### src/rtl/sat_engine_pkg.sv
// Shared SAT-engine definitions: the collector FSM encoding and the 2-bit learnt-literal codes.
package sat_engine_pkg;

  typedef enum logic [1:0] {
    ST_IDLE = 2'd0,
    ST_SCAN = 2'd1,
    ST_EMIT = 2'd2
  } state_e;

  // Per-variable learnt literal codes
  localparam logic [1:0] LIT_ABSENT  = 2'b00;
  localparam logic [1:0] LIT_POS     = 2'b01;
  localparam logic [1:0] LIT_NEG     = 2'b10;
  localparam logic [1:0] LIT_ILLEGAL = 2'b11;

  // A slot contributes to the clause only with a proper polarity code
  function automatic logic lit_present(input logic [1:0] lit);
    return (lit == LIT_POS) || (lit == LIT_NEG);
  endfunction

endpackage

### src/rtl/learnt_clause_collect_lvl_top2.sv
// Running top-two distinct decision levels: folds one literal level into
// (max, highest-strictly-below-max). sec_vld says a lower level has been seen at all,
// which is what separates "sec is really 0" from "nothing below max yet".
module lvl_top2_update #(
  parameter int WIDTH_LVL = 16
) (
  input  logic                 any_i,
  input  logic [WIDTH_LVL-1:0] max_i,
  input  logic [WIDTH_LVL-1:0] sec_i,
  input  logic                 sec_vld_i,
  input  logic [WIDTH_LVL-1:0] lvl_i,
  output logic [WIDTH_LVL-1:0] max_o,
  output logic [WIDTH_LVL-1:0] sec_o,
  output logic                 sec_vld_o
);

  // Fold lvl_i into the running pair; the first literal just seeds max
  always_comb begin
    max_o     = max_i;
    sec_o     = sec_i;
    sec_vld_o = sec_vld_i;
    if (!any_i) begin
      max_o     = lvl_i;
      sec_o     = '0;
      sec_vld_o = 1'b0;
    end else if (lvl_i > max_i) begin
      // old max is now the best level strictly below the new max
      max_o     = lvl_i;
      sec_o     = max_i;
      sec_vld_o = 1'b1;
    end else if ((lvl_i < max_i) && (!sec_vld_i || (lvl_i > sec_i))) begin
      sec_o     = lvl_i;
      sec_vld_o = 1'b1;
    end
  end

endmodule

### src/rtl/learnt_clause_collect.sv
// Learnt-clause collector: snapshots the learnt literals and their levels on start_i,
// walks one slot per cycle to get length / backtrack level / unsat / error, then
// presents the clause on a valid/ready handshake. All outputs come from flops.
module learnt_clause_collect
  import sat_engine_pkg::*;
#(
  parameter int NUM_VARS    = 8,
  parameter int WIDTH_LVL   = 16,
  parameter int WIDTH_C_LEN = 4
) (
  input  logic                          clk,
  input  logic                          rst,
  input  logic                          start_i,
  input  logic [2*NUM_VARS-1:0]         learnt_lits_i,
  input  logic [NUM_VARS*WIDTH_LVL-1:0] lvls_i,
  input  logic [WIDTH_LVL-1:0]          cur_lvl_i,
  output logic                          clause_valid_o,
  input  logic                          clause_ready_i,
  output logic [2*NUM_VARS-1:0]         clause_lits_o,
  output logic [WIDTH_C_LEN-1:0]        clause_len_o,
  output logic [WIDTH_LVL-1:0]          bkt_lvl_o,
  output logic                          unsat_o,
  output logic                          err_o,
  output logic                          busy_o
);

  localparam int                     IDX_W    = (NUM_VARS > 1) ? $clog2(NUM_VARS) : 1;
  localparam logic [IDX_W-1:0]       LAST_IDX = IDX_W'(NUM_VARS - 1);
  localparam logic [WIDTH_C_LEN-1:0] LEN_MAX  = '1;

  state_e state_q, state_d;

  // Snapshot taken on start
  logic [IDX_W-1:0]              idx_q, idx_d;
  logic [2*NUM_VARS-1:0]         lits_q, lits_d;
  logic [NUM_VARS*WIDTH_LVL-1:0] lvls_q, lvls_d;
  logic [WIDTH_LVL-1:0]          cur_lvl_q, cur_lvl_d;

  // Scan accumulators
  logic [WIDTH_C_LEN-1:0] len_q, len_d;
  logic                   any_q, any_d;
  logic [WIDTH_LVL-1:0]   max_q, max_d;
  logic [WIDTH_LVL-1:0]   sec_q, sec_d;
  logic                   sec_vld_q, sec_vld_d;
  logic                   err_q, err_d;

  // Registered clause outputs
  logic                   valid_q, valid_d;
  logic                   busy_q, busy_d;
  logic [2*NUM_VARS-1:0]  out_lits_q, out_lits_d;
  logic [WIDTH_C_LEN-1:0] out_len_q, out_len_d;
  logic [WIDTH_LVL-1:0]   bkt_q, bkt_d;
  logic                   unsat_q, unsat_d;
  logic                   out_err_q, out_err_d;

  // Current slot view
  logic [1:0]           slot_lit [NUM_VARS];
  logic [WIDTH_LVL-1:0] slot_lvl [NUM_VARS];
  logic [1:0]           cur_lit;
  logic [WIDTH_LVL-1:0] cur_slot_lvl;
  logic [WIDTH_LVL-1:0] upd_max, upd_sec;
  logic                 upd_sec_vld;
  logic                 scan_last;
  logic [WIDTH_LVL-1:0] bkt_fin;
  logic                 unsat_fin;

  // The current decision level is kept with the snapshot for observability but
  // does not enter the backtrack computation.
  logic unused_cur_lvl;
  assign unused_cur_lvl = ^cur_lvl_q;

  genvar gi;
  generate
    for (gi = 0; gi < NUM_VARS; gi++) begin : g_slot
      assign slot_lit[gi] = lits_q[2*gi +: 2];
      assign slot_lvl[gi] = lvls_q[gi*WIDTH_LVL +: WIDTH_LVL];
    end
  endgenerate

  assign cur_lit      = slot_lit[idx_q];
  assign cur_slot_lvl = slot_lvl[idx_q];
  assign scan_last    = (state_q == ST_SCAN) && (idx_q == LAST_IDX);

  lvl_top2_update #(
    .WIDTH_LVL(WIDTH_LVL)
  ) u_lvl_top2 (
    .any_i    (any_q),
    .max_i    (max_q),
    .sec_i    (sec_q),
    .sec_vld_i(sec_vld_q),
    .lvl_i    (cur_slot_lvl),
    .max_o    (upd_max),
    .sec_o    (upd_sec),
    .sec_vld_o(upd_sec_vld)
  );

  // FSM state register
  always_ff @(posedge clk) begin
    if (rst) state_q <= ST_IDLE;
    else     state_q <= state_d;
  end

  // FSM next state: start only counts in IDLE, scan runs exactly NUM_VARS cycles
  always_comb begin
    state_d = state_q;
    unique case (state_q)
      ST_IDLE: if (start_i)            state_d = ST_SCAN;
      ST_SCAN: if (idx_q == LAST_IDX)  state_d = ST_EMIT;
      ST_EMIT: if (clause_ready_i)     state_d = ST_IDLE;
      default:                         state_d = ST_IDLE;
    endcase
  end

  // FSM outputs, looked ahead one state so the flops line up with the state
  always_comb begin
    valid_d = (state_d == ST_EMIT);
    busy_d  = (state_d != ST_IDLE);
  end

  // Snapshot capture and per-slot accumulation
  always_comb begin
    idx_d     = idx_q;
    lits_d    = lits_q;
    lvls_d    = lvls_q;
    cur_lvl_d = cur_lvl_q;
    len_d     = len_q;
    any_d     = any_q;
    max_d     = max_q;
    sec_d     = sec_q;
    sec_vld_d = sec_vld_q;
    err_d     = err_q;
    unique case (state_q)
      ST_IDLE: begin
        if (start_i) begin
          lits_d    = learnt_lits_i;
          lvls_d    = lvls_i;
          cur_lvl_d = cur_lvl_i;
          idx_d     = '0;
          len_d     = '0;
          any_d     = 1'b0;
          max_d     = '0;
          sec_d     = '0;
          sec_vld_d = 1'b0;
          err_d     = 1'b0;
        end
      end
      ST_SCAN: begin
        if (lit_present(cur_lit)) begin
          if (len_q == LEN_MAX) err_d = 1'b1;
          else                  len_d = len_q + WIDTH_C_LEN'(1);
          any_d     = 1'b1;
          max_d     = upd_max;
          sec_d     = upd_sec;
          sec_vld_d = upd_sec_vld;
        end else if (cur_lit == LIT_ILLEGAL) begin
          err_d = 1'b1;
        end
        if (idx_q != LAST_IDX) idx_d = idx_q + IDX_W'(1);
      end
      default: ;
    endcase
  end

  // Clause results from the fully accumulated values (including the last slot)
  always_comb begin
    if (sec_vld_d)            bkt_fin = sec_d;
    else if (max_d == '0)     bkt_fin = '0;
    else                      bkt_fin = max_d - WIDTH_LVL'(1);
    unsat_fin = (len_d == '0) || (max_d == '0);
  end

  // Clause output registers load once, as the scan finishes, and then hold
  always_comb begin
    out_lits_d = out_lits_q;
    out_len_d  = out_len_q;
    bkt_d      = bkt_q;
    unsat_d    = unsat_q;
    out_err_d  = out_err_q;
    if (scan_last) begin
      out_lits_d = lits_q;
      out_len_d  = len_d;
      bkt_d      = bkt_fin;
      unsat_d    = unsat_fin;
      out_err_d  = err_d;
    end
  end

  // Datapath and output registers
  always_ff @(posedge clk) begin
    if (rst) begin
      idx_q      <= '0;
      lits_q     <= '0;
      lvls_q     <= '0;
      cur_lvl_q  <= '0;
      len_q      <= '0;
      any_q      <= 1'b0;
      max_q      <= '0;
      sec_q      <= '0;
      sec_vld_q  <= 1'b0;
      err_q      <= 1'b0;
      valid_q    <= 1'b0;
      busy_q     <= 1'b0;
      out_lits_q <= '0;
      out_len_q  <= '0;
      bkt_q      <= '0;
      unsat_q    <= 1'b0;
      out_err_q  <= 1'b0;
    end else begin
      idx_q      <= idx_d;
      lits_q     <= lits_d;
      lvls_q     <= lvls_d;
      cur_lvl_q  <= cur_lvl_d;
      len_q      <= len_d;
      any_q      <= any_d;
      max_q      <= max_d;
      sec_q      <= sec_d;
      sec_vld_q  <= sec_vld_d;
      err_q      <= err_d;
      valid_q    <= valid_d;
      busy_q     <= busy_d;
      out_lits_q <= out_lits_d;
      out_len_q  <= out_len_d;
      bkt_q      <= bkt_d;
      unsat_q    <= unsat_d;
      out_err_q  <= out_err_d;
    end
  end

  assign clause_valid_o = valid_q;
  assign busy_o         = busy_q;
  assign clause_lits_o  = out_lits_q;
  assign clause_len_o   = out_len_q;
  assign bkt_lvl_o      = bkt_q;
  assign unsat_o        = unsat_q;
  assign err_o          = out_err_q;

endmodule
### config.mk
export PLATFORM = sky130hd
export DESIGN_NAME = learnt_clause_collect
export DESIGN_NICKNAME = d
export VERILOG_FILES = /design/src/rtl/sat_engine_pkg.sv /design/src/rtl/learnt_clause_collect_lvl_top2.sv /design/src/rtl/learnt_clause_collect.sv
export SDC_FILE = /design/constraint.sdc
export NUM_CORES = 1
export LEC_CHECK = 0
export BUFFER_PORTS_ARGS = -buffer_cell sky130_fd_sc_hd__buf_2
export CAP_MARGIN = 20
export CELL_PAD_IN_SITES_DETAIL_PLACEMENT = 1
export CELL_PAD_IN_SITES_GLOBAL_PLACEMENT = 1
export CORE_MARGIN = 5
export CORE_UTILIZATION = 40
export CTS_CLUSTER_DIAMETER = 50
export DETAILED_ROUTE_END_ITERATION = 7
export PLACE_DENSITY_LB_ADDON = 0.1
export SYNTH_ARGS = -nofsm -noshare
export SYNTH_HDL_FRONTEND = slang
export SYNTH_SLANG_ARGS = --single-unit
export TNS_END_PERCENT = 30
### constraint.sdc
create_clock -name clk -period 8.1 [get_ports clk]
set_clock_uncertainty 0.2 [all_clocks]
set_input_delay 0 -clock clk [delete_from_list [all_inputs] [get_ports clk]]
set_output_delay 0 -clock clk [all_outputs]
set_load 0.1 [all_outputs]
* Word-level counts from Yosys, hierarchy flattened
Cells that the tools add are included.
Word-level totals: memories kept 0, latch bits 0, bits in read-only memories 0, RAM bits 0, bits in registers 228, word-level logic and storage cells 95
Cells by class: $lt $le $gt $ge 4, $add $sub $neg 3, multipliers 0, shift-type cells 0, equality and inequality tests 12, divide/modulo/power cells 0, bitwise operators 1, reductions and logical operators 14, muxes and demuxes 44
Operators by type and width (count):
- 16-bit two-way mux | 13
- 16-bit one-hot mux with 2 select lines | 2
- 16-bit binary-select mux with 3-bit select | 1
- 16-bit greater-than comparator | 2
- 16-bit logical NOT | 1
- 16-bit less-than comparator | 1
- 16-bit by 1-bit subtractor with 16-bit output, second input constant | 1
- 4-bit two-way mux | 3
- 1-bit two-way mux | 11
- 2-bit two-way mux | 5
- 2-bit == test, second input constant | 4
- 4-bit one-hot mux with 2 select lines | 1
- 2-bit binary-select mux with 3-bit select | 1
- 3-bit two-way mux | 2
- 1-bit one-hot mux with 2 select lines | 3
- 2-bit one-hot mux with 3 select lines | 1
- 3-bit one-hot mux with 2 select lines | 1
- 3-bit AND reduction | 2
- 4-bit by 1-bit adder with 4-bit output, second input constant | 1
- 2-bit by 1-bit == test with 1-bit output, second input constant | 2
- 4-bit == test, second input constant | 1
- 4-bit greater-or-equal comparator, second input constant | 1
- 4-bit logical NOT | 1
- 2-bit by 1-bit != test with 1-bit output, second input constant | 2
- 11 further kinds | 15

* Longest topological paths before layout
Gate-level depths: netlist of the first run.
depth in word-level cells 13, mapped depth 23, mapped depth without buffers 17

* Modules after synthesis
A second synthesis of the first run with hierarchy kept.
Second synthesis, totals: cells, all modules 1354, area, all modules 11270.8 µm²
Modules (own cells, without submodules):
- learnt_clause_collect | area an instance 9733.1 µm², cells each 1133, seq. area each 4564.4 µm², times used 1
- lvl_top2_update | area an instance 1537.7 µm², cells each 221, seq. area each 0.0 µm², times used 1

* Least setup slack after synthesis of the first run
No wires, ideal clock.
kind reg2reg, from reg idx_q[0], to reg bkt_q[9] (netlist: bkt_lvl_o[9]), setup slack 2.855 ns, cell stages (with the launch flop) 22, period minus slack after synthesis 5.245 ns, required time 7.768 ns, arrival time 4.914 ns, cell sequence dfxtp_1 > buf_4 > buf_2 > mux4_2 > mux2_2 > ha_1 > nand4_1 > nor4_1 > o21ai_1 > a31oi_2 > a21oi_2 > buf_2 > buf_1 > a22oi_1 > ha_1 > o31ai_1 > a21o_1 > nor4_2 > a21oi_1 > buf_2 > a221oi_2 > nor3_1
Between the ends: word-level cells in the longest chain between the ends 13, elaborated cells on any way between the ends 35, those cells by class add/sub: 1; order compare: 3; eq/ne: 3; mux: 22; bitwise: 1; reduce/logical: 5
RTL lines:
- start, declared | line learnt_clause_collect.sv:34 | logic [IDX_W-1:0] idx_q, idx_d;
- start signal, assigned | line learnt_clause_collect.sv:209 | idx_q <= idx_d;
- parallel branches: the longest is 13 deep, another holds 16-bit greater-than comparator
- end signal, assigned | line learnt_clause_collect.sv:223 | bkt_q <= bkt_d;
- end, declared | line learnt_clause_collect.sv:52 | logic [WIDTH_LVL-1:0] bkt_q, bkt_d;
Parallel ways; which one is timed is not known. The select of a mux whose other input is x is not followed. A chain may end at the register's enable or synchronous reset.

* Final worst setup path of the first run
from reg idx_q[0], to reg bkt_q[5] (netlist: bkt_lvl_o[5])
Same word-level chain as after synthesis.

==> metrics.json, run 1 <==
{
  "rsz_0062_raised_after_global_routing": "false",
  "placement_rows": 60,
  "total_global_routing_overflow": 0,
  "ys.flop_type": "sky130_fd_sc_hd__dfxtp_1",
  "holdCritStartpoint": "lvls_i[90]",
  "p_comb_share_pct": 19.5,
  "timing.reg2reg.setup_slack_ps": 1990,
  "cts.sink_count": 228,
  "cts_tree": "yes",
  "synth_nets": 1523,
  "final_antenna_net_count": 0,
  "cts_inserted_buffers": 30,
  "syn_inst": 1321,
  "drt_drc_violations_left": 0,
  "timing.setup.tns_ps": 0,
  "layout-drive-gt1-share_pct": 20.2,
  "num-fill-cells": 3179,
  "synth-warning-count": 0,
  "static-leakage-power_nw": 6.23,
  "most_used_standard_cell_by_instance_count_after_synthesis": "sky130_fd_sc_hd__nand2_1",
  "cp.arrival_ps": 6310,
  "post_synth_main_area_contributors": "sky130_fd_sc_hd__dfxtp_1, sky130_fd_sc_hd__nand2_1, sky130_fd_sc_hd__a21oi_1",
  "postSynth.asyncResetShare_pct": 0,
  "r2r_end": "bkt_lvl_o[5]$_SDFFE_PP0P_",
  "detail_route.wl_per_cell_um": 21.8,
  "first_pass_grt_wire_length_um": 69400,
  "rr_worst_depth": 18,
  "achievable_freq_mhz": 164,
  "p_total_mw": 3.24,
  "critical_path.max_stage_delay_ps": 840,
  "first_iter_violations": 744,
  "clkLatencyLatePin_ps": 560,
  "sequentialPowerShare_pct": 37.5,
  "numPortBuffers": 187,
  "most_frequent_cells_after_synthesis": "sky130_fd_sc_hd__nand2_1, sky130_fd_sc_hd__dfxtp_1, sky130_fd_sc_hd__a21oi_1, sky130_fd_sc_hd__clkbuf_1, sky130_fd_sc_hd__nor2_1",
  "die_w_um": 175,
  "path_category_of_the_worst_min_delay_check": "input pin to flip-flop",
  "via_count": 11300,
  "intPower_mw": 2.27,
  "placeableCoreArea_um2": 27000,
  "dieHeight_um": 175,
  "h-tree-depth": 1,
  "final_nets": 1868,
  "synth_enable_flop_cells": 0,
  "critical_path_peak_fanout": 22,
  "multi_input_area_um2": 5850,
  "post_cts_setup_buffers": 0,
  "syn-cell-area_um2": 10900,
  "layout.area.seq_um2": 4570,
  "gr-usage-all-layers_pct": 28.3,
  "finalHoldViolations": 0,
  "clk_root_buffer_cell": "sky130_fd_sc_hd__clkbuf_16",
  "timing.final.max_slew_violations": 0,
  "detailedPlacementHpwl_um": 25400,
  "synth_largest_area_cell": "sky130_fd_sc_hd__dfxtp_1",
  "cts.path.max_buffers": 3,
  "syn_to_layout_area_delta_pct": 39.2,
  "maxCapViolCount": 0,
  "startpoint_type": "flip-flop",
  "crit_type": "flip-flop to flip-flop",
  "synth.distinct_cells": 67,
  "layout_worst_path_cycle_share_pct": 75.4,
  "initial_utilization_pct": 40.6,
  "critical_path.n_buffers_inverters": 2,
  "die-area_um2": 30700,
  "detail_route.wirelength_um": 44400,
  "status": "finished clean",
  "io_pins": 204,
  "cp.required_ps": 8300,
  "drt-pass1-iter-count": 5,
  "grt_start_max_net_pins": 122,
  "ys_seq_area_share_pct": 41.8,
  "slew_headroom_pct": 36.7,
  "crit-reg2reg-launch": "idx_q[0]$_SDFFE_PP0P_",
  "worst_pin_slew_ps": 949,
  "grt_pass1_vias": 12300,
  "post_cts_resize_count": 0,
  "clk_pin_slew_ps": 60,
  "timing.hold.worst_endpoint": "lvls_q[90]$_SDFFE_PP0P_",
  "timing.hold.worst_path_depth": 4,
  "syn_avg_cell_area_um2": 8.27,
  "critical_path.cell_chain": "buf_4, mux4_2, mux2_2, ha_1, nand4_1, nor4_1, and2_1, a31o_2, a21oi_1, a22oi_1, ha_1, o31ai_1, a21o_1, nor4_2, a21oi_1, buf_4, a211oi_1, nor3_1",
  "power_frac_clock_pct": 43.0,
  "gp_routability_congestion": 0.929,
  "post_drt_via_cell_ratio": 5.55,
  "p_per_area_nw_per_um2": 213,
  "finalSetupViolations": 0,
  "timing.critical_path.max_delay_family": "simple AND/OR/NAND/NOR gates",
  "ys_seq_elements": 228,
  "yosys.area.top_type_share_pct": 41.8,
  "critPathCaptureType": "flip-flop",
  "timing.final.crit_period_ps": 6110,
  "max-vdd-ir-drop_uv": 176,
  "net-switching-power_uw": 969,
  "grt_antenna_before_repair": 4,
  "critical-path-slowest-cell": "sky130_fd_sc_hd__dfxtp_2",
  "switching_share_pct": 29.9
}
==> cell families after synthesis <==
kind of cell,count (synthesis),share of synthesized area [%]
simple gates,514,19.5
compound gates,339,19.2
flops,228,41.8
buf+inv,135,4.91
mux,56,9.46
fa+ha+maj,38,4.35
xor+xnor,11,0.881
==> placed cells by master (no fill, tap or decap), types with 17 or more instances in the layout <==
cell type / synthesis / routed
sky130_fd_sc_hd__a211oi_1: 17 / 17
sky130_fd_sc_hd__o21ai_0: 19 / 19
sky130_fd_sc_hd__a22oi_1: 29 / 29
sky130_fd_sc_hd__buf_2: 9 / 187
sky130_fd_sc_hd__ha_1: 38 / 38
sky130_fd_sc_hd__inv_1: 39 / 39
sky130_fd_sc_hd__dlygate4sd3_1: 0 / 198
sky130_fd_sc_hd__mux4_2: 36 / 36
sky130_fd_sc_hd__clkbuf_16: 0 / 30
sky130_fd_sc_hd__a21oi_1: 194 / 193
sky130_fd_sc_hd__mux2_2: 18 / 18
sky130_fd_sc_hd__nor2_1: 71 / 70
sky130_fd_sc_hd__buf_4: 1 / 20
sky130_fd_sc_hd__nand2_1: 363 / 362
sky130_fd_sc_hd__dfxtp_1: 228 / 226
==> how the worst max path moves through the flow <==
stage / from / end / slack [ps] / cells after the start
floorplan: idx_q[0]$_SDFFE_PP0P_ / bkt_lvl_o[9]$_SDFFE_PP0P_ / 2850 / 21
CTS: idx_q[0]$_SDFFE_PP0P_ / bkt_lvl_o[5]$_SDFFE_PP0P_ / 1960 / 18
global route: idx_q[0]$_SDFFE_PP0P_ / bkt_lvl_o[2]$_SDFFE_PP0P_ / 1550 / 18
detailed placement: idx_q[0]$_SDFFE_PP0P_ / bkt_lvl_o[5]$_SDFFE_PP0P_ / 1990 / 18
finish: idx_q[0]$_SDFFE_PP0P_ / bkt_lvl_o[5]$_SDFFE_PP0P_ / 1990 / 18
global placement: idx_q[0]$_SDFFE_PP0P_ / bkt_lvl_o[5]$_SDFFE_PP0P_ / 2170 / 18
==> stage by stage <==
| stage | cell area [um2] | std cells | util (%) | setup slack [ps] | hold slack, ps |
|---|---|---|---|---|---|
| final | 15200 | 2035 | 56.4 | 1990 | 32.9 |
| after global routing | 15200 | 2035 | 56.4 | 1550 | 41.3 |
| after CTS | 15100 | 2028 | 56.1 | 1960 | 7.61 |
| after detailed placement | 12100 | 1774 | 44.8 | 1990 | 47.9 |
| after global placement | 12100 | 1773 | 44.8 | 2170 | 43.5 |
| after floorplan | 10900 | 1321 | - | 2850 | -64.0 |
==> tightest hold or removal path, delay by kind of cell <==
kind / cells / cell delay (ps)
buffers and inverters: 2 / 650
AND/OR/NAND/NOR: 1 / 40
AO/OA/AOI/OAI: 1 / 50
==> final cells by class <==
cell class | count | share of cell area [%]
Multi-Input combinational cell | 958 | 38.4
Sequential cell | 228 | 30.0
Timing Repair Buffer | 409 | 20.8
Clock buffer | 37 | 5.24
Tap cell | 341 | 2.81
Clock inverter | 19 | 1.67
Inverter | 39 | 0.962
Antenna cell | 4 | 0.0658
==> flip-flops by register name (all words and copies together) (netlist names), 3 cells and up <==
signal and count:
lvls_q 128, sec_q 16, bkt_lvl_o 16, max_q 16, clause_len_o 4, len_q 4, clause_lits_o 16, idx_q 3
lits_q 16
==> power groups by stage <==
stage,Clock [mW],Sequential (mW),Combinational (mW)
after global routing,1.46,1.22,0.681
after global placement,0,1.23,0.509
after detailed placement,0,1.23,0.517
final,1.39,1.21,0.631
after floorplan,0,1.22,0.345
after CTS,1.40,1.21,0.598
==> routing by layer <==
layer  GRT usage, %  vias up  wire length (um)  part of all wire [%]
li1               -     5324                 -                     -
met1           34.2     5515             17900                    40
met2           49.6      357             22300                    50
met3           4.99      100              2330                   5.2
met4           12.1        0              1860                   4.2
met5              0        -                 0                     0
==> timing repair <==
item	in CTS	in global routing
endpoints found under the setup margin	0	0
hold buffers	198	0
hold endpoints to repair	211	0
Power figures use the tool's default switching activity.
==> run 2: changes to the inputs <==
clock period = 5.65 ns   (was 8.1 ns; I/O delays follow)
==> metrics.json, run 2 (synthesis gave the netlist of run 1 again) <==
{
  "finalSetupViolations": {"value": 0, "change": "unchanged"},
  "via_count": {"value": 11500, "change": "+2.2%"},
  "syn_to_layout_area_delta_pct": 43.5,
  "crit_end": "bkt_lvl_o[14]$_SDFFE_PP0P_",
  "mostFrequentLayoutCells": "sky130_fd_sc_hd__nand2_1, sky130_fd_sc_hd__dlygate4sd3_1, sky130_fd_sc_hd__dfxtp_1",
  "fin_cells": {"value": 2073, "change": "+1.9%"},
  "layout_worst_path_cycle_share": {"value": 90.8, "unit": "%", "change": "+15 points"},
  "cts_inserted_buffers": {"value": 31, "change": "+3.3%"},
  "timing.final.crit_period": {"value": 5130, "unit": "ps", "change": "-982 ps"},
  "gr-usage-all-layers": {"value": 29.3, "unit": "%", "change": "+1.0 points"},
  "grt_start_max_net_pins": {"value": 145, "change": "+19%"},
  "cp.required": {"value": 5920, "unit": "ps", "change": "-2380 ps"},
  "drt_drc_violations_left": {"value": 0, "change": "unchanged"},
  "flip_flop_count_of_the_largest_register_after_layout": {"value": 128, "change": "unchanged"},
  "sequentialPowerShare": {"value": 35.7, "unit": "%", "change": "-1.8 points"},
  "die-area": {"value": 30700, "unit": "um2", "change": "unchanged"},
  "layout-drive-gt1-share": {"value": 20.1, "unit": "%", "change": "-0.062 points"},
  "cts.path.max_buffers": {"value": 3, "change": "unchanged"},
  "detail_route.wl_per_cell": {"value": 22.3, "unit": "um", "change": "+2.1%"},
  "numPortBuffers": {"value": 187, "change": "unchanged"},
  "crit_type": "flip-flop to flip-flop",
  "static-leakage-power": {"value": 6.53, "unit": "nW", "change": "+4.7%"},
  "placeableCoreArea": {"value": 27000, "unit": "um2", "change": "unchanged"},
  "p_per_area": {"value": 310, "unit": "nW/um2", "change": "+46%"},
  "timing.setup.tns": {"value": 0, "unit": "ps", "change": "unchanged"},
  "rr_worst_depth": {"value": 18, "change": "unchanged"},
  "finalHoldViolations": {"value": 0, "change": "unchanged"},
  "initial_utilization": {"value": 40.6, "unit": "%", "change": "unchanged"},
  "multi_input_area": {"value": 5880, "unit": "um2", "change": "+0.49%"},
  "design_area": {"value": 15700, "unit": "um2", "change": "+3.1%"},
  "switching_share": {"value": 29.0, "unit": "%", "change": "-0.89 points"},
  "clk_root_buffer_cell": "sky130_fd_sc_hd__clkbuf_16",
  "clk_pin_slew": {"value": 60, "unit": "ps", "change": "about the same"},
  "startpoint_type": "flip-flop",
  "clkLatencyLatePin": {"value": 560, "unit": "ps", "change": "about the same"},
  "final_nets": {"value": 1907, "change": "+2.1%"},
  "layout.cells.most_common": "sky130_fd_sc_hd__nand2_1",
  "timing.final.max_slew_violations": {"value": 0, "change": "unchanged"},
  "die_w": {"value": 175, "unit": "um", "change": "unchanged"},
  "p_total": {"value": 4.87, "unit": "mW", "change": "+50%"},
  "worst_pin_slew": {"value": 1070, "unit": "ps", "change": "+119 ps"},
  "top_register": "lvls_q",
  "status": "finished clean",
  "global_route.usage.met2": {"value": 52.5, "unit": "%", "change": "+2.9 points"},
  "p_comb_share": {"value": 19.4, "unit": "%", "change": "about the same"},
  "post_drt_via_cell_ratio": {"value": 5.57, "change": "+0.37%"},
  "post_cts_setup_buffers": {"value": 0, "change": "unchanged"},
  "layout.area.seq": {"value": 4570, "unit": "um2", "change": "unchanged"},
  "critPathCaptureType": "flip-flop",
  "first_iter_violations": {"value": 883, "change": "+19%"},
  "r2r_end": "bkt_lvl_o[14]$_SDFFE_PP0P_",
  "power_frac_clock": {"value": 44.9, "unit": "%", "change": "+1.9 points"},
  "timing.reg2reg.setup_slack": {"value": 520, "unit": "ps", "change": "-1470 ps"},
  "io_pins": {"value": 204, "change": "unchanged"},
  "top_usage_layer": "met2",
  "h-tree-depth": {"value": 1, "change": "unchanged"},
  "dieHeight": {"value": 175, "unit": "um", "change": "unchanged"},
  "placedInstanceArea": {"value": 12200, "unit": "um2", "change": "+0.67%"},
  "placement_rows": {"value": 60, "change": "unchanged"},
  "grtUsageMet1": {"value": 36.3, "unit": "%", "change": "+2.1 points"},
  "numPlacedInstances": {"value": 1780, "change": "+0.34%"},
  "timing.hold.ws": {"value": 38.9, "unit": "ps", "change": "+6.06 ps"},
  "drt-pass1-iter-count": {"value": 5, "change": "unchanged"},
  "cts_tree": "yes",
  "grt_pass1_vias": {"value": 12700, "change": "+2.7%"},
  "first_pass_grt_wire_length": {"value": 72000, "unit": "um", "change": "+3.7%"},
  "achievable_freq": {"value": 195, "unit": "MHz", "change": "+19%"},
  "cp.arrival": {"value": 5400, "unit": "ps", "change": "-910 ps"},
  "max-vdd-ir-drop": {"value": 209, "unit": "uV", "change": "+19%"},
  "holdCritStartpoint": "lvls_i[8]",
  "critical_path_peak_fanout": {"value": 31, "change": "+41%"},
  "crit-reg2reg-launch": "idx_q[0]$_SDFFE_PP0P_",
  "intPower": {"value": 3.45, "unit": "mW", "change": "+52%"},
  "setup.worst_path.start": "idx_q[0]$_SDFFE_PP0P_",
  "path_category_of_the_worst_min_delay_check": "input pin to flip-flop",
  "maxCapViolCount": {"value": 0, "change": "unchanged"},
  "gp_routability_congestion": {"value": 0.908, "change": "-2.3%"},
  "met3_grt_util": {"value": 4.37, "unit": "%", "change": "-0.62 points"},
  "final_antenna_net_count": {"value": 0, "change": "unchanged"},
  "num-fill-cells": {"value": 3144, "change": "-1.1%"},
  "cts.sink_count": {"value": 228, "change": "unchanged"},
  "rsz_0062_raised_after_global_routing": "false",
  "net-switching-power": {"value": 1.41, "unit": "mW", "change": "+46%"},
  "detail_route.wirelength": {"value": 46200, "unit": "um", "change": "+4.0%"},
  "grt_antenna_before_repair": {"value": 2, "change": "-2"},
  "slew_headroom": {"value": 28.8, "unit": "%", "change": "-8.0 points"},
  "total_global_routing_overflow": {"value": 0, "change": "unchanged"},
  "detailedPlacementHpwl": {"value": 26400, "unit": "um", "change": "+3.7%"}
}
==> run 2: how the worst min path moves through the flow <==
stage               cells after the start                 endpoint  slack [ps]
floorplan                               2   lvls_q[0]$_SDFFE_PP0P_         -60
global placement                        3  lvls_q[90]$_SDFFE_PP0P_          40
detailed placement                      3  lvls_q[74]$_SDFFE_PP0P_          50
CTS                                     4  lvls_q[32]$_SDFFE_PP0P_          10
global route                            4   lvls_q[8]$_SDFFE_PP0P_          40
finish                                  4   lvls_q[8]$_SDFFE_PP0P_          40
==> run 2: area by class of cell <==
type | count | share of cell area (%)
clock buffer | 37 | 5.28
clock inverter | 21 | 2.05
timing repair buffer | 447 | 22.4
sequential | 228 | 29.1
tap | 341 | 2.72
inverter | 39 | 0.933
multi-input combinational | 958 | 37.5
antenna | 2 | 0.0319
==> run 2: worst max-delay path: stages (launching register included) <==
cell and delay, ps:
sky130_fd_sc_hd__dfxtp_2 370, sky130_fd_sc_hd__buf_12 270, sky130_fd_sc_hd__mux4_2 560, sky130_fd_sc_hd__mux2_2 360
sky130_fd_sc_hd__ha_1 320, sky130_fd_sc_hd__nand4_1 190, sky130_fd_sc_hd__nor4_1 420, sky130_fd_sc_hd__buf_4 190
sky130_fd_sc_hd__o21ai_1 100, sky130_fd_sc_hd__a31o_2 240, sky130_fd_sc_hd__a21oi_1 300, sky130_fd_sc_hd__a22oi_1 150
sky130_fd_sc_hd__ha_1 230, sky130_fd_sc_hd__o31ai_1 70, sky130_fd_sc_hd__a21o_1 160, sky130_fd_sc_hd__nor4_4 70
sky130_fd_sc_hd__a21oi_4 340, sky130_fd_sc_hd__nand2_1 220, sky130_fd_sc_hd__o221ai_1 230
==> run 2: metrics by stage <==
step	utilization (%)	worst slack, ps
5_1_grt	58.2	106
3_3_place_gp	45.1	160
2_1_floorplan	-	405
3_5_place_dp	45.1	80.8
4_1_cts	58.1	356
6_report	58.2	521
==> run 2: timing repair <==
action                                  CTS  global route
hold buffers                            233             0
resized for setup                         1             3
endpoints found under the setup margin    1             3
endpoints found under the hold margin   192             0
==> run 2: power groups by stage <==
stage          sequential (mW)  combinational [mW]  clock, mW
6_report                  1.74               0.944       2.19
5_1_grt                   1.74                1.01       2.28
4_1_cts                   1.73               0.896       2.20
3_5_place_dp              1.77               0.757          0
3_3_place_gp              1.76               0.746          0
2_1_floorplan             1.75               0.495          0
==> run 2: routing by layer <==
| metal | vias to the layer above | wire length [um] | share of wire (%) |
|---|---|---|---|
| li1 | 5379 | - | - |
| met1 | 5694 | 18700 | 40 |
| met3 | 100 | 2540 | 5.5 |
| met4 | 0 | 1490 | 3.2 |
| met5 | - | 0 | 0 |
| met2 | 376 | 23500 | 51 |
==> run 3: changes to the inputs <==
CORE_ASPECT_RATIO = 1.75   (was unset)
==> metrics.json, run 3 (synthesis gave the netlist of run 1 again) <==
{
  "num-fill-cells": {"value": 3189, "change": "+1.4%"},
  "first_iter_violations": {"value": 555, "change": "-37%"},
  "maxCapViolCount": {"value": 0, "change": "unchanged"},
  "path_category_of_the_worst_min_delay_check": "input pin to flip-flop",
  "p_comb_share": {"value": 21.7, "unit": "%", "change": "+2.3 points"},
  "placement_rows": {"value": 80, "change": "+33%"},
  "drt_drc_violations_left": {"value": 0, "change": "unchanged"},
  "net-switching-power": {"value": 1.33, "unit": "mW", "change": "-5.9%"},
  "slew_headroom": {"value": 32.6, "unit": "%", "change": "+3.8 points"},
  "gp_routability_congestion": {"value": 0.922, "change": "+1.6%"},
  "critical_path.cell_chain": "buf_12, mux4_2, mux2_2, ha_1, nand4_1, nor4_1, buf_4, and2_1, a31o_2, a21oi_1, a22oi_1, ha_1, o31ai_1, a21o_1, nor4_2, a21oi_1, buf_4, nand2_1, o221ai_1",
  "rsz_0062_raised_after_global_routing": "false",
  "io_pins": {"value": 204, "change": "unchanged"},
  "grt_start_max_net_pins": {"value": 106, "change": "-27%"},
  "mostFrequentLayoutCells": "sky130_fd_sc_hd__nand2_1, sky130_fd_sc_hd__dfxtp_1, sky130_fd_sc_hd__dlygate4sd3_1",
  "crit_type": "flip-flop to flip-flop",
  "power_frac_clock": {"value": 38.1, "unit": "%", "change": "-6.8 points"},
  "dieHeight": {"value": 229, "unit": "um", "change": "+30%"},
  "numPortBuffers": {"value": 187, "change": "unchanged"},
  "critical_path_peak_fanout": {"value": 21, "change": "-32%"},
  "post-route-worst-setup-slack": {"value": 443, "unit": "ps", "change": "-77.8 ps"},
  "crit_end": "bkt_lvl_o[14]$_SDFFE_PP0P_",
  "layout.cells.most_common": "sky130_fd_sc_hd__nand2_1",
  "rr_worst_depth": {"value": 19, "change": "+1"},
  "final_antenna_net_count": {"value": 0, "change": "unchanged"},
  "via_count": {"value": 11300, "change": "-2.2%"},
  "finalSetupViolations": {"value": 0, "change": "unchanged"},
  "h-tree-depth": {"value": 1, "change": "unchanged"},
  "clk_root_buffer_cell": "sky130_fd_sc_hd__clkbuf_16",
  "finalHoldViolations": {"value": 0, "change": "unchanged"},
  "achievable_freq": {"value": 192, "unit": "MHz", "change": "-1.5%"},
  "max-vdd-ir-drop": {"value": 273, "unit": "uV", "change": "+31%"},
  "cts_inserted_buffers": {"value": 25, "change": "-19%"},
  "cts.path.max_buffers": {"value": 3, "change": "unchanged"},
  "drt-pass1-iter-count": {"value": 5, "change": "unchanged"},
  "static-leakage-power": {"value": 6.14, "unit": "nW", "change": "-5.9%"},
  "post_placement_worst_setup_slack": {"value": 313, "unit": "ps", "change": "+233 ps"},
  "layout_worst_path_cycle_share": {"value": 92.2, "unit": "%", "change": "+1.4 points"},
  "status": "finished clean",
  "cts.sink_count": {"value": 228, "change": "unchanged"},
  "clk_pin_slew": {"value": 60, "unit": "ps", "change": "about the same"},
  "gr-usage-all-layers": {"value": 29.5, "unit": "%", "change": "+0.12 points"},
  "startpoint_type": "flip-flop",
  "critical-path-slowest-cell": "sky130_fd_sc_hd__mux4_2",
  "sequentialPowerShare": {"value": 40.1, "unit": "%", "change": "+4.4 points"},
  "setup.worst_path.start": "idx_q[0]$_SDFFE_PP0P_",
  "critPathCaptureType": "flip-flop",
  "total_global_routing_overflow": {"value": 0, "change": "unchanged"},
  "grt_pass1_vias": {"value": 12600, "change": "-0.14%"},
  "initial_utilization": {"value": 40.3, "unit": "%", "change": "-0.26 points"},
  "layout-drive-gt1-share": {"value": 20.1, "unit": "%", "change": "about the same"},
  "timing.reg2reg.setup_slack": {"value": 440, "unit": "ps", "change": "-80 ps"},
  "intPower": {"value": 2.99, "unit": "mW", "change": "-13%"},
  "die_w": {"value": 135, "unit": "um", "change": "-23%"},
  "cp.arrival": {"value": 5420, "unit": "ps", "change": "+20 ps"},
  "cts_tree": "yes",
  "p_per_area": {"value": 288, "unit": "nW/um2", "change": "-7.2%"},
  "placeableCoreArea": {"value": 27100, "unit": "um2", "change": "+0.65%"},
  "switching_share": {"value": 30.8, "unit": "%", "change": "+1.7 points"},
  "timing.final.max_slew_violations": {"value": 0, "change": "unchanged"},
  "r2r_end": "bkt_lvl_o[14]$_SDFFE_PP0P_",
  "detail_route.wl_per_cell": {"value": 22.3, "unit": "um", "change": "+0.25%"},
  "flip_flop_count_of_the_largest_register_after_layout": {"value": 128, "change": "unchanged"},
  "die-area": {"value": 30900, "unit": "um2", "change": "+0.42%"},
  "final_util": {"value": 55.3, "unit": "%", "change": "-2.9 points"},
  "timing.setup.tns": {"value": 0, "unit": "ps", "change": "unchanged"},
  "first_pass_grt_wire_length": {"value": 71100, "unit": "um", "change": "-1.3%"},
  "crit-reg2reg-launch": "idx_q[0]$_SDFFE_PP0P_",
  "final_nets": {"value": 1866, "change": "-2.1%"},
  "cp.required": {"value": 5860, "unit": "ps", "change": "-60 ps"},
  "clkLatencyLatePin": {"value": 550, "unit": "ps", "change": "about the same"},
  "timing.final.crit_period": {"value": 5210, "unit": "ps", "change": "+77.8 ps"},
  "critical_path.max_stage_delay": {"value": 590, "unit": "ps", "change": "+30 ps"},
  "detail_route.wirelength": {"value": 45900, "unit": "um", "change": "-0.62%"},
  "post_drt_via_cell_ratio": {"value": 5.49, "change": "-1.4%"},
  "worst_pin_slew": {"value": 1000, "unit": "ps", "change": "-65.1 ps"},
  "grt_antenna_before_repair": {"value": 6, "change": "+4"},
  "detailedPlacementHpwl": {"value": 28500, "unit": "um", "change": "+8.1%"},
  "syn_to_layout_area_delta_pct": 37.3,
  "top_register": "lvls_q"
}
[run 3: cell type report]
type,count,area (um2),share of cell area (%)
multi-input cells,958,5850,39.0
flip-flops and latches,228,4570,30.4
repair buffers,412,3160,21.0
clock buffers,33,706,4.70
well taps,369,462,3.08
inverters,39,146,0.975
clock inverters,11,106,0.709
diodes,5,12.5,0.0834
[run 3: metrics by stage]
step / power, mW / hold WS, ps / cells / cell area, um2
global placement: 2.54 / 42.1 / 1811 / 12200
floorplan: 2.24 / -64.0 / 1321 / 10900
CTS: 4.30 / 23.9 / 2050 / 15000
global route: 4.48 / 62.8 / 2055 / 15000
detailed placement: 2.56 / 47.6 / 1811 / 12200
finish: 4.32 / 56.9 / 2055 / 15000
[run 3: worst min path at each step]
| stage | from | to | cells after the start |
|---|---|---|---|
| final | lvls_i[73] | lvls_q[73]$_SDFFE_PP0P_ | 4 |
| after global routing | lvls_i[47] | lvls_q[47]$_SDFFE_PP0P_ | 4 |
| after CTS | lvls_i[110] | lvls_q[110]$_SDFFE_PP0P_ | 4 |
| after detailed placement | lvls_i[20] | lvls_q[20]$_SDFFE_PP0P_ | 3 |
| after global placement | learnt_lits_i[14] | lits_q[14]$_SDFFE_PP0P_ | 3 |
| after floorplan | lvls_i[0] | lvls_q[0]$_SDFFE_PP0P_ | 2 |
[run 3: metal layers]
layer | track usage (%) | wire length (um) | vias to the layer above
li1 | - | - | 5289
met1 | 31.1 | 16400 | 5522
met2 | 53.4 | 24500 | 335
met3 | 3.92 | 1650 | 144
met4 | 19.8 | 3350 | 0
met5 | 0 | 0 | -
[run 3: what timing repair did]
item	in CTS	in global routing
hold buffers	195	0
endpoints found under the setup margin	0	11
gates resized for setup	0	2
endpoints found under the hold margin	167	0
setup buffers	0	0
[run 3: power groups by stage]
stage / clock network (mW) / logic [mW] / registers (mW)
final: 1.65 / 0.938 / 1.73
after floorplan: 0 / 0.495 / 1.75
after global placement: 0 / 0.780 / 1.76
after detailed placement: 0 / 0.791 / 1.76
after global routing: 1.74 / 1.00 / 1.74
after CTS: 1.67 / 0.904 / 1.73
[run 3: worst max-delay path: cells and delay by family, from the launching register on]
kind                     cells  cell delay (ps)
multiplexers                 2              960
AO/OA/AOI/OAI                7             1150
flip-flops                   1              360
adder cells (fa/ha/maj)      2              530
AND/OR/NAND/NOR              5             1270
buffers and inverters        3              600
